### config.mk
export PLATFORM = sky130hd
export DESIGN_NAME = imem_loader
export DESIGN_NICKNAME = d
export VERILOG_FILES = /design/src/rtl/imem_loader_pkg.sv /design/src/rtl/imem_loader_checksum.sv /design/src/rtl/imem_loader.sv
export SDC_FILE = /design/constraint.sdc
export NUM_CORES = 1
export LEC_CHECK = 0
export CAP_MARGIN = 20
export CORE_MARGIN = 1
export CORE_UTILIZATION = 33
export CTS_BUF_LIST = sky130_fd_sc_hd__clkbuf_8
export CTS_CLUSTER_DIAMETER = 40
export DETAILED_ROUTE_END_ITERATION = 7
export PLACE_DENSITY = 0.61
export SLEW_MARGIN = 10
export SYNTH_ARGS = -nofsm -noshare
export SYNTH_HDL_FRONTEND = slang
export SYNTH_SLANG_ARGS = --single-unit
### constraint.sdc
create_clock -name clk -period 2.3 [get_ports clk]
set_input_delay 0.345 -clock clk [delete_from_list [all_inputs] [get_ports clk]]
set_output_delay 0.345 -clock clk [all_outputs]
set_load 0.02 [all_outputs]
### src/rtl/imem_loader_pkg.sv
`default_nettype none
// ============================================================================
// Module   : imem_loader_pkg
// Purpose  : Shared types for the boot-time instruction memory loader:
//            FSM state encoding, checksum width and header legality helper.
// Config   : LOADER_CHECKSUM_EN (consumed by imem_loader / checksum block)
// Revision : 1.0 - initial release
// ============================================================================
package imem_loader_pkg;

  localparam int CSUM_WIDTH = 8;

  typedef logic [CSUM_WIDTH-1:0] csum_t;

  typedef enum logic [2:0] {
    HDR_HI  = 3'd0,
    HDR_LO  = 3'd1,
    PAYLOAD = 3'd2,
    CHECK   = 3'd3,
    DONE    = 3'd4,
    ERROR   = 3'd5
  } state_t;

  // A header word count is legal when it is non-zero and fits in imem.
  function automatic logic header_ok(input logic [15:0] count,
                                     input logic [16:0] max_words);
    return (count != 16'd0) && ({1'b0, count} <= max_words);
  endfunction

endpackage
`default_nettype wire

### src/rtl/imem_loader_checksum.sv
`default_nettype none
// ============================================================================
// Module   : imem_loader_checksum
// Purpose  : XOR accumulator over payload bytes with synchronous clear and
//            enable. Only built when LOADER_CHECKSUM_EN is defined.
// Revision : 1.0 - initial release
// ============================================================================
`ifdef LOADER_CHECKSUM_EN
module imem_loader_checksum
  import imem_loader_pkg::*;
(
  input  logic  clk,
  input  logic  reset_n,
  input  logic  clear,
  input  logic  enable,
  input  csum_t data,
  output csum_t sum
);

  // Running XOR of every enabled byte since the last clear.
  always_ff @(posedge clk or negedge reset_n) begin
    if (!reset_n) begin
      sum <= '0;
    end else if (clear) begin
      sum <= '0;
    end else if (enable) begin
      sum <= sum ^ data;
    end
  end

endmodule
`endif
`default_nettype wire

### src/rtl/imem_loader.sv
`default_nettype none
// ============================================================================
// Module   : imem_loader
// Purpose  : Boot-time writer for instruction memory. Accepts a
//            length-prefixed byte stream (count_hi, count_lo, 4*count bytes)
//            and writes it to imem from byte address 0, holding the CPU
//            until the image is complete.
// Config   : LOADER_CHECKSUM_EN - adds a trailing XOR checksum byte.
// Revision : 1.0 - initial release
// ============================================================================
module imem_loader
  import imem_loader_pkg::*;
#(
  parameter int ADDR_WIDTH = 10,
  parameter int MAX_WORDS  = 2**(ADDR_WIDTH-2)
) (
  input  logic                  clk,
  input  logic                  reset_n,
  input  logic                  rx_valid,
  input  logic [7:0]            rx_data,
  output logic                  rx_ready,
  output logic                  mem_we,
  output logic [ADDR_WIDTH-1:0] mem_addr,
  output logic [7:0]            mem_wdata,
  output logic                  cpu_hold,
  output logic                  load_done,
  output logic                  load_error
);

  state_t                state;
  state_t                next_state;
  logic [7:0]            hdr_hi;
  // One bit wider than the address so a full image (4*MAX_WORDS) never wraps.
  logic [ADDR_WIDTH:0]   counter;
  logic [ADDR_WIDTH:0]   total;
  logic                  beat;
  logic                  last_byte;
  logic [15:0]           count_w;

  assign rx_ready  = (state == HDR_HI) || (state == HDR_LO) ||
                     (state == PAYLOAD) || (state == CHECK);
  assign beat      = rx_valid && rx_ready;
  assign last_byte = (counter == total - 1'b1);
  assign count_w   = {hdr_hi, rx_data};

`ifdef LOADER_CHECKSUM_EN
  csum_t sum;

  imem_loader_checksum u_checksum (
    .clk     (clk),
    .reset_n (reset_n),
    .clear   ((state == HDR_LO) && beat),
    .enable  ((state == PAYLOAD) && beat),
    .data    (rx_data),
    .sum     (sum)
  );
`endif

  // State register.
  always_ff @(posedge clk or negedge reset_n) begin
    if (!reset_n) begin
      state <= HDR_HI;
    end else begin
      state <= next_state;
    end
  end

  // Next-state decode; DONE and ERROR are absorbing until reset.
  always_comb begin
    next_state = state;
    case (state)
      HDR_HI:  if (beat) next_state = HDR_LO;
      HDR_LO:  if (beat) next_state = header_ok(count_w, 17'(MAX_WORDS)) ? PAYLOAD : ERROR;
      PAYLOAD: begin
        if (beat && last_byte) begin
`ifdef LOADER_CHECKSUM_EN
          next_state = CHECK;
`else
          next_state = DONE;
`endif
        end
      end
      CHECK: begin
`ifdef LOADER_CHECKSUM_EN
        if (beat) next_state = (rx_data == sum) ? DONE : ERROR;
`else
        // Unreachable without the checksum; fail safe with the CPU held.
        next_state = ERROR;
`endif
      end
      DONE:    next_state = DONE;
      ERROR:   next_state = ERROR;
      default: next_state = ERROR;
    endcase
  end

  // Header latch, image length and payload byte counter.
  always_ff @(posedge clk or negedge reset_n) begin
    if (!reset_n) begin
      hdr_hi  <= '0;
      total   <= '0;
      counter <= '0;
    end else if (beat) begin
      if (state == HDR_HI) begin
        hdr_hi <= rx_data;
      end else if (state == HDR_LO) begin
        total   <= {count_w[ADDR_WIDTH-2:0], 2'b00};
        counter <= '0;
      end else if (state == PAYLOAD) begin
        counter <= counter + 1'b1;
      end
    end
  end

  // Registered outputs: one-cycle write latency, release after the last write retires.
  always_ff @(posedge clk or negedge reset_n) begin
    if (!reset_n) begin
      mem_we     <= 1'b0;
      mem_addr   <= '0;
      mem_wdata  <= '0;
      cpu_hold   <= 1'b1;
      load_done  <= 1'b0;
      load_error <= 1'b0;
    end else begin
      mem_we     <= beat && (state == PAYLOAD);
      if (beat && (state == PAYLOAD)) begin
        mem_addr  <= counter[ADDR_WIDTH-1:0];
        mem_wdata <= rx_data;
      end
      cpu_hold   <= (state != DONE);
      load_done  <= (state == DONE);
      load_error <= (state == ERROR);
    end
  end

endmodule
`default_nettype wire

==> results of run 1 <==
## state kept, by name, summed over array words and instances, names as in the netlist
name,flops
mem_addr,10
mem_we,1
hdr_hi,8
total,9
mem_wdata,8
cpu_hold,1
load_done,1
counter,11
state,3
load_error,1
## power groups by stage
stage               clock, uW  combinational (uW)  sequential [uW]
floorplan                   0                 453             1320
global placement            0                 720             1300
detailed placement          0                 738             1310
CTS                       547                 746             1290
global route              586                 816             1320
finish                    527                 738             1290
## layer usage
layer  vias up  part of all wire (%)
met5         -                     0
met4         0                  0.77
met3         4                   3.3
met2        40                    48
met1       879                    48
li1        924                     -
## final timing paths
check / to / from / slack [ps]
min in group clk: mem_addr[8]$_DFFE_PN0P_ / mem_addr[8]$_DFFE_PN0P_ / 480
worst min-delay path: mem_wdata[1]$_DFFE_PN0P_ / reset_n / 10
worst max-delay path: state[1]$_DFFE_PN0P_ / total[2]$_DFFE_PN0P_ / 270
worst min register to register: mem_addr[8]$_DFFE_PN0P_ / mem_addr[8]$_DFFE_PN0P_ / 480
max in group asynchronous: cpu_hold$_DFF_PN1_ / reset_n / 2000
worst max register to register: state[1]$_DFFE_PN0P_ / total[2]$_DFFE_PN0P_ / 270
## synth_stat cells, types with 2 or more instances
cell | number | area share (%)
xnor2_1 | 7 | 2.5
dfrtp_1 | 52 | 53
nor4_1 | 2 | 0.51
nand4_1 | 5 | 1.3
ha_1 | 2 | 1.0
nand2_1 | 86 | 13
nor3_1 | 2 | 0.40
xor2_1 | 12 | 4.2
nand2b_1 | 2 | 0.51
mux2_2 | 8 | 3.6
nor2b_1 | 2 | 0.51
nand3_1 | 7 | 1.4
o211a_1 | 2 | 0.81
nor2_1 | 13 | 2.0
inv_2 | 2 | 0.30
o21ai_0 | 6 | 1.2
clkbuf_1 | 10 | 1.5
inv_1 | 6 | 0.91
and3_1 | 3 | 0.76
a21oi_1 | 4 | 0.81
## per-stage QoR
stage	setup slack [ps]	cell area [um^2]	hold slack, ps	total power, uW	util (%)
after CTS	285.5	3058	18.03	2581	42.16
after floorplan	603.9	2476	49.41	1776	-
after detailed placement	61.51	2972	365.7	2045	40.97
final	271.6	3058	12.53	2552	42.16
after global routing	121.4	3058	24.21	2719	42.16
after global placement	105.8	2972	361.3	2020	40.97
## logic make-up after synthesis
logic type               count (synthesis)  synth area share (%)
AO/OA/AOI/OAI                           23                 7.075
XOR/XNOR                                19                 6.721
adder cells (fa/ha/maj)                  2                 1.010
buffers and inverters                   19                 2.880
flip-flops                              53                 53.61
multiplexers                             8                 3.638
AND/OR/NAND/NOR                        133                 25.06
## layout make-up
cell class / count / area share [%]
clock buffer: 5 / 2.250
multi-input combinational: 185 / 35.72
sequential: 53 / 43.41
clock inverter: 3 / 0.5728
inverter: 8 / 0.9820
tap: 99 / 4.051
timing repair buffer: 41 / 13.01
==> metrics.cfg, run 1 <==
[critical_path]
cp_data_required_time_ps = 2500
path_buf_inv = 1
crit_chain = inv_1, ha_1, nor2b_1, nand2_1, o311ai_0, o21bai_1, a21o_1
cp_slowest_cell = o311ai_0
start_kind = flip-flop
endpoint_kind = flip-flop
cp_slowest_stage_delay_ps = 540
crit_arrival_ps = 2230
crit_cells = 7
path_max_fanout = 4
worst-r2r-cell-count = 7
crit_type = reg2reg
crit_family = compound AO/OA/AOI/OAI gates

[sta]
slew_headroom_pct = 62.41
max_freq_mhz = 493.0
setup_viol = 0
timing_hold_violations_final = 0
fin_crit_ps = 2028
post-route-period-util_pct = 88.19
grt_setup_unrepaired = false
finalSetupTns_ps = 0
tightest_slew_ps = 556.0
skew_ps = 8.439
drv_slew = 0

[pwr]
peakVddDrop_mv = 0.3845
comb_power_share_pct = 28.9
leakagePower_uw = 0.001502
power_switching_uw = 857.6
p_seq_share_pct = 50.4
p_per_area_nw_per_um2 = 834.4
internal_power_uw = 1694
power_frac_clock_pct = 20.6
p_sw_share_pct = 33.61

[placement]
dpl.cell_count = 386
gp_congestion = 0.8129
dp_hpwl_um = 3817
port_buffers = 33

[layout]
seqCellArea_um2 = 1328
nFillCells = 728
layout_commonest_cell = nand2_1
stdcell_count = 394
layout_common_cells = nand2_1 (86), dfrtp_1 (52), clkdlybuf4s50_1 (32), nor2_1 (13), xor2_1 (12)
multi_input_area_um2 = 1092
antennaDiodeCount = 0
layout.nets = 307
syn_to_final_growth_pct = 23.50
drive_gt1_share_pct = 11.53

[grt]
grt_overflow = 0
grt_max_degree = 54
grt_pass1_vias = 1813
grt_first_pass_wirelength_um = 8866
grt_usage_pct = 15.02
grtUsageMet1_pct = 20.15
gr-usage-met3_pct = 3.078
grt_use_met2_pct = 24.62
busiest_layer = met2
antenna_found_initial = 0

[cts]
post_cts_buffers = 0
cts.sinks = 53
clk_path_buf_depth = 2
postCtsResizedCells = 0
cts-root-buf = clkbuf_8
numCtsBuffers = 5
cts_tree = done
clock_latency_ps = 310
hold_buffers = 0
htreeDepth = 2
clk_pin_slew_worst_paths_ps = 90

[status]
outcome = finished, final reports clean

[logic_synthesis]
synth_nets = 270
async_reset_ff_share_pct = 100.0
ys_ff_latch = 53
dominantRegCellSynth = dfrtp_1
synth_area_um2 = 2476
ys_types = 44
synthCells = 257
synth_warnings = 0
synth_edf_count = 0
avgSynthCellArea_um2 = 9.635
ys_seq_area_share_pct = 53.61

[floorplan]
coreArea_um2 = 7253
initial_core_util_pct = 34.14
io_pins = 34
die-width_um = 88.62
die_h_um = 88.62
dieArea_um2 = 7854
row_count = 31

[routing]
viasPerCell = 4.688
wl_per_cell_um = 13.45
num_vias = 1847
drc = 0
drt_first_pass_iters = 4
routed_wl_um = 5301
ant_nets = 0
dr.first_iter.drc_count = 112

[min_path]
hp-class = in2async

[flow_run]
maxCapViolCount = 0

(Power assumes the default switching activity.)
==> inputs of run 2 (changes only) <==
--- a/config.mk
+++ b/config.mk
@@ -6,7 +6,7 @@
 export NUM_CORES = 1
 export LEC_CHECK = 0
 export CAP_MARGIN = 20
-export CORE_MARGIN = 1
+export CORE_MARGIN = 5
 export CORE_UTILIZATION = 33
 export CTS_BUF_LIST = sky130_fd_sc_hd__clkbuf_8
 export CTS_CLUSTER_DIAMETER = 40
==> metrics.cfg, run 2 (synthesis results as in run 1) <==
[status]
outcome = finished, final reports clean

[grt]
grt_usage_pct = 12.23
grt_overflow = 0
grt_first_pass_wirelength_um = 9597
busiest_layer = met2
grtUsageMet1_pct = 16.55
grt_max_degree = 54
antenna_found_initial = 0
grt_use_met2_pct = 19.37
gr-usage-met3_pct = 2.734
grt_pass1_vias = 1977

[cts]
cts-root-buf = clkbuf_8
cts_tree = done
numCtsBuffers = 5
clk_path_buf_depth = 2
clock_latency_ps = 300
cts.sinks = 53
hold_buffers = 0
post_cts_buffers = 0
postCtsResizedCells = 0
htreeDepth = 2
clk_pin_slew_worst_paths_ps = 100

[placement]
place_area_um2 = 2959
port_buffers = 33
gp_congestion = 0.7983
dp_hpwl_um = 3888

[pwr]
p_sw_share_pct = 33.50
comb_power_share_pct = 28.9
peakVddDrop_mv = 0.3305
leakagePower_uw = 0.001494
power_frac_clock_pct = 20.1
power_switching_uw = 848.5
p_seq_share_pct = 51.0
internal_power_uw = 1684
p_per_area_nw_per_um2 = 832.4

[sta]
fin_crit_ps = 2059
skew_ps = 8.935
tightest_slew_ps = 679.6
finalSetupTns_ps = 0
timing_hold_violations_final = 0
setup_viol = 0
grt_setup_unrepaired = false
slew_headroom_pct = 54.69
max_freq_mhz = 485.7
post-route-period-util_pct = 89.51
drv_slew = 0

[layout]
largest_reg_flops = 11
layout_commonest_cell = nand2_1
top_regs = counter (11), mem_addr (10), total (9)
multi_input_area_um2 = 1092
seqCellArea_um2 = 1328
nFillCells = 751
layout.nets = 307
drive_gt1_share_pct = 11.19
layout_common_cells = nand2_1 (86), dfrtp_1 (52), clkdlybuf4s50_1 (32), nor2_1 (13), xor2_1 (12)
syn_to_final_growth_pct = 22.89
antennaDiodeCount = 0
top_register = counter
post-route-cell-area_um2 = 3043

[flow_run]
maxCapViolCount = 0

[routing]
drc = 0
ant_nets = 0
viasPerCell = 4.838
dr.first_iter.drc_count = 89
wl_per_cell_um = 13.96
drt_first_pass_iters = 4
routed_wl_um = 5502
num_vias = 1906

[critical_path]
cp_data_required_time_ps = 2490
start_kind = flip-flop
endpoint_kind = flip-flop
crit_type = reg2reg
crit_arrival_ps = 2250
path_max_fanout = 4

[floorplan]
initial_core_util_pct = 33.96
die_h_um = 96.62
coreArea_um2 = 7292
io_pins = 34
die-width_um = 96.62
dieArea_um2 = 9335
row_count = 31

[min_path]
hp-class = in2async

run 2: cell count changes in the layout (fill, tap and decap cells not counted):
cell	before	now
clkinv_2	1	0
clkinvlp_4	0	1
inv_1	7	8
buf_4	7	8
buf_12	1	0
inv_6	1	0
run 2: path summary, 6_finish.rpt:
kind,from,endpoint,slack (ps),cells after the start
max in group asynchronous,reset_n,state[2]$_DFFE_PN0P_,1690,2
hold / removal,reset_n,mem_addr[5]$_DFFE_PN0P_,160,2
setup / recovery,total[2]$_DFFE_PN0P_,state[1]$_DFFE_PN0P_,240,7
setup reg to reg,total[2]$_DFFE_PN0P_,state[1]$_DFFE_PN0P_,240,7
hold reg to reg,mem_addr[9]$_DFFE_PN0P_,mem_addr[9]$_DFFE_PN0P_,480,2
min in group clk,mem_addr[9]$_DFFE_PN0P_,mem_addr[9]$_DFFE_PN0P_,480,2
run 2: cell type report:
type	count	share of cell area [%]
repair buffers	41	12.66
flip-flops and latches	53	43.63
inverters	8	0.9868
clock inverters	3	0.4934
well taps	99	4.071
clock buffers	5	2.262
multi-input cells	185	35.90
run 2: power by group through the flow:
stage / combinational [uW] / sequential (uW) / clock, uW
final: 732 / 1290 / 509
after global routing: 815 / 1320 / 554
after CTS: 739 / 1290 / 523
after detailed placement: 730 / 1300 / 0
after global placement: 718 / 1300 / 0
after floorplan: 453 / 1320 / 0
run 2: critical path: stages, from the launching register on:
cell	delay, ps
dfrtp_1	420
inv_1	100
ha_1	200
nor2b_1	240
nand2_1	110
o311ai_0	540
o21bai_1	160
a21o_1	180
run 2: routing by layer:
metal  vias to the layer above  part of all wire [%]
met4                         0                   1.6
met1                       936                    49
li1                        926                     -
met3                         6                   3.5
met2                        38                    46
met5                         -                     0
run 2: per-stage QoR:
step	worst slack, ps	std cells	utilization [%]	hold slack [ps]	power (uW)
global route	93.89	394	41.73	227.1	2690
finish	241.2	394	41.73	162.5	2533
global placement	100.1	386	40.58	460.1	2020
detailed placement	75.56	386	40.58	460.8	2033
CTS	238.1	394	41.73	173.0	2550
floorplan	603.9	257	-	49.41	1776
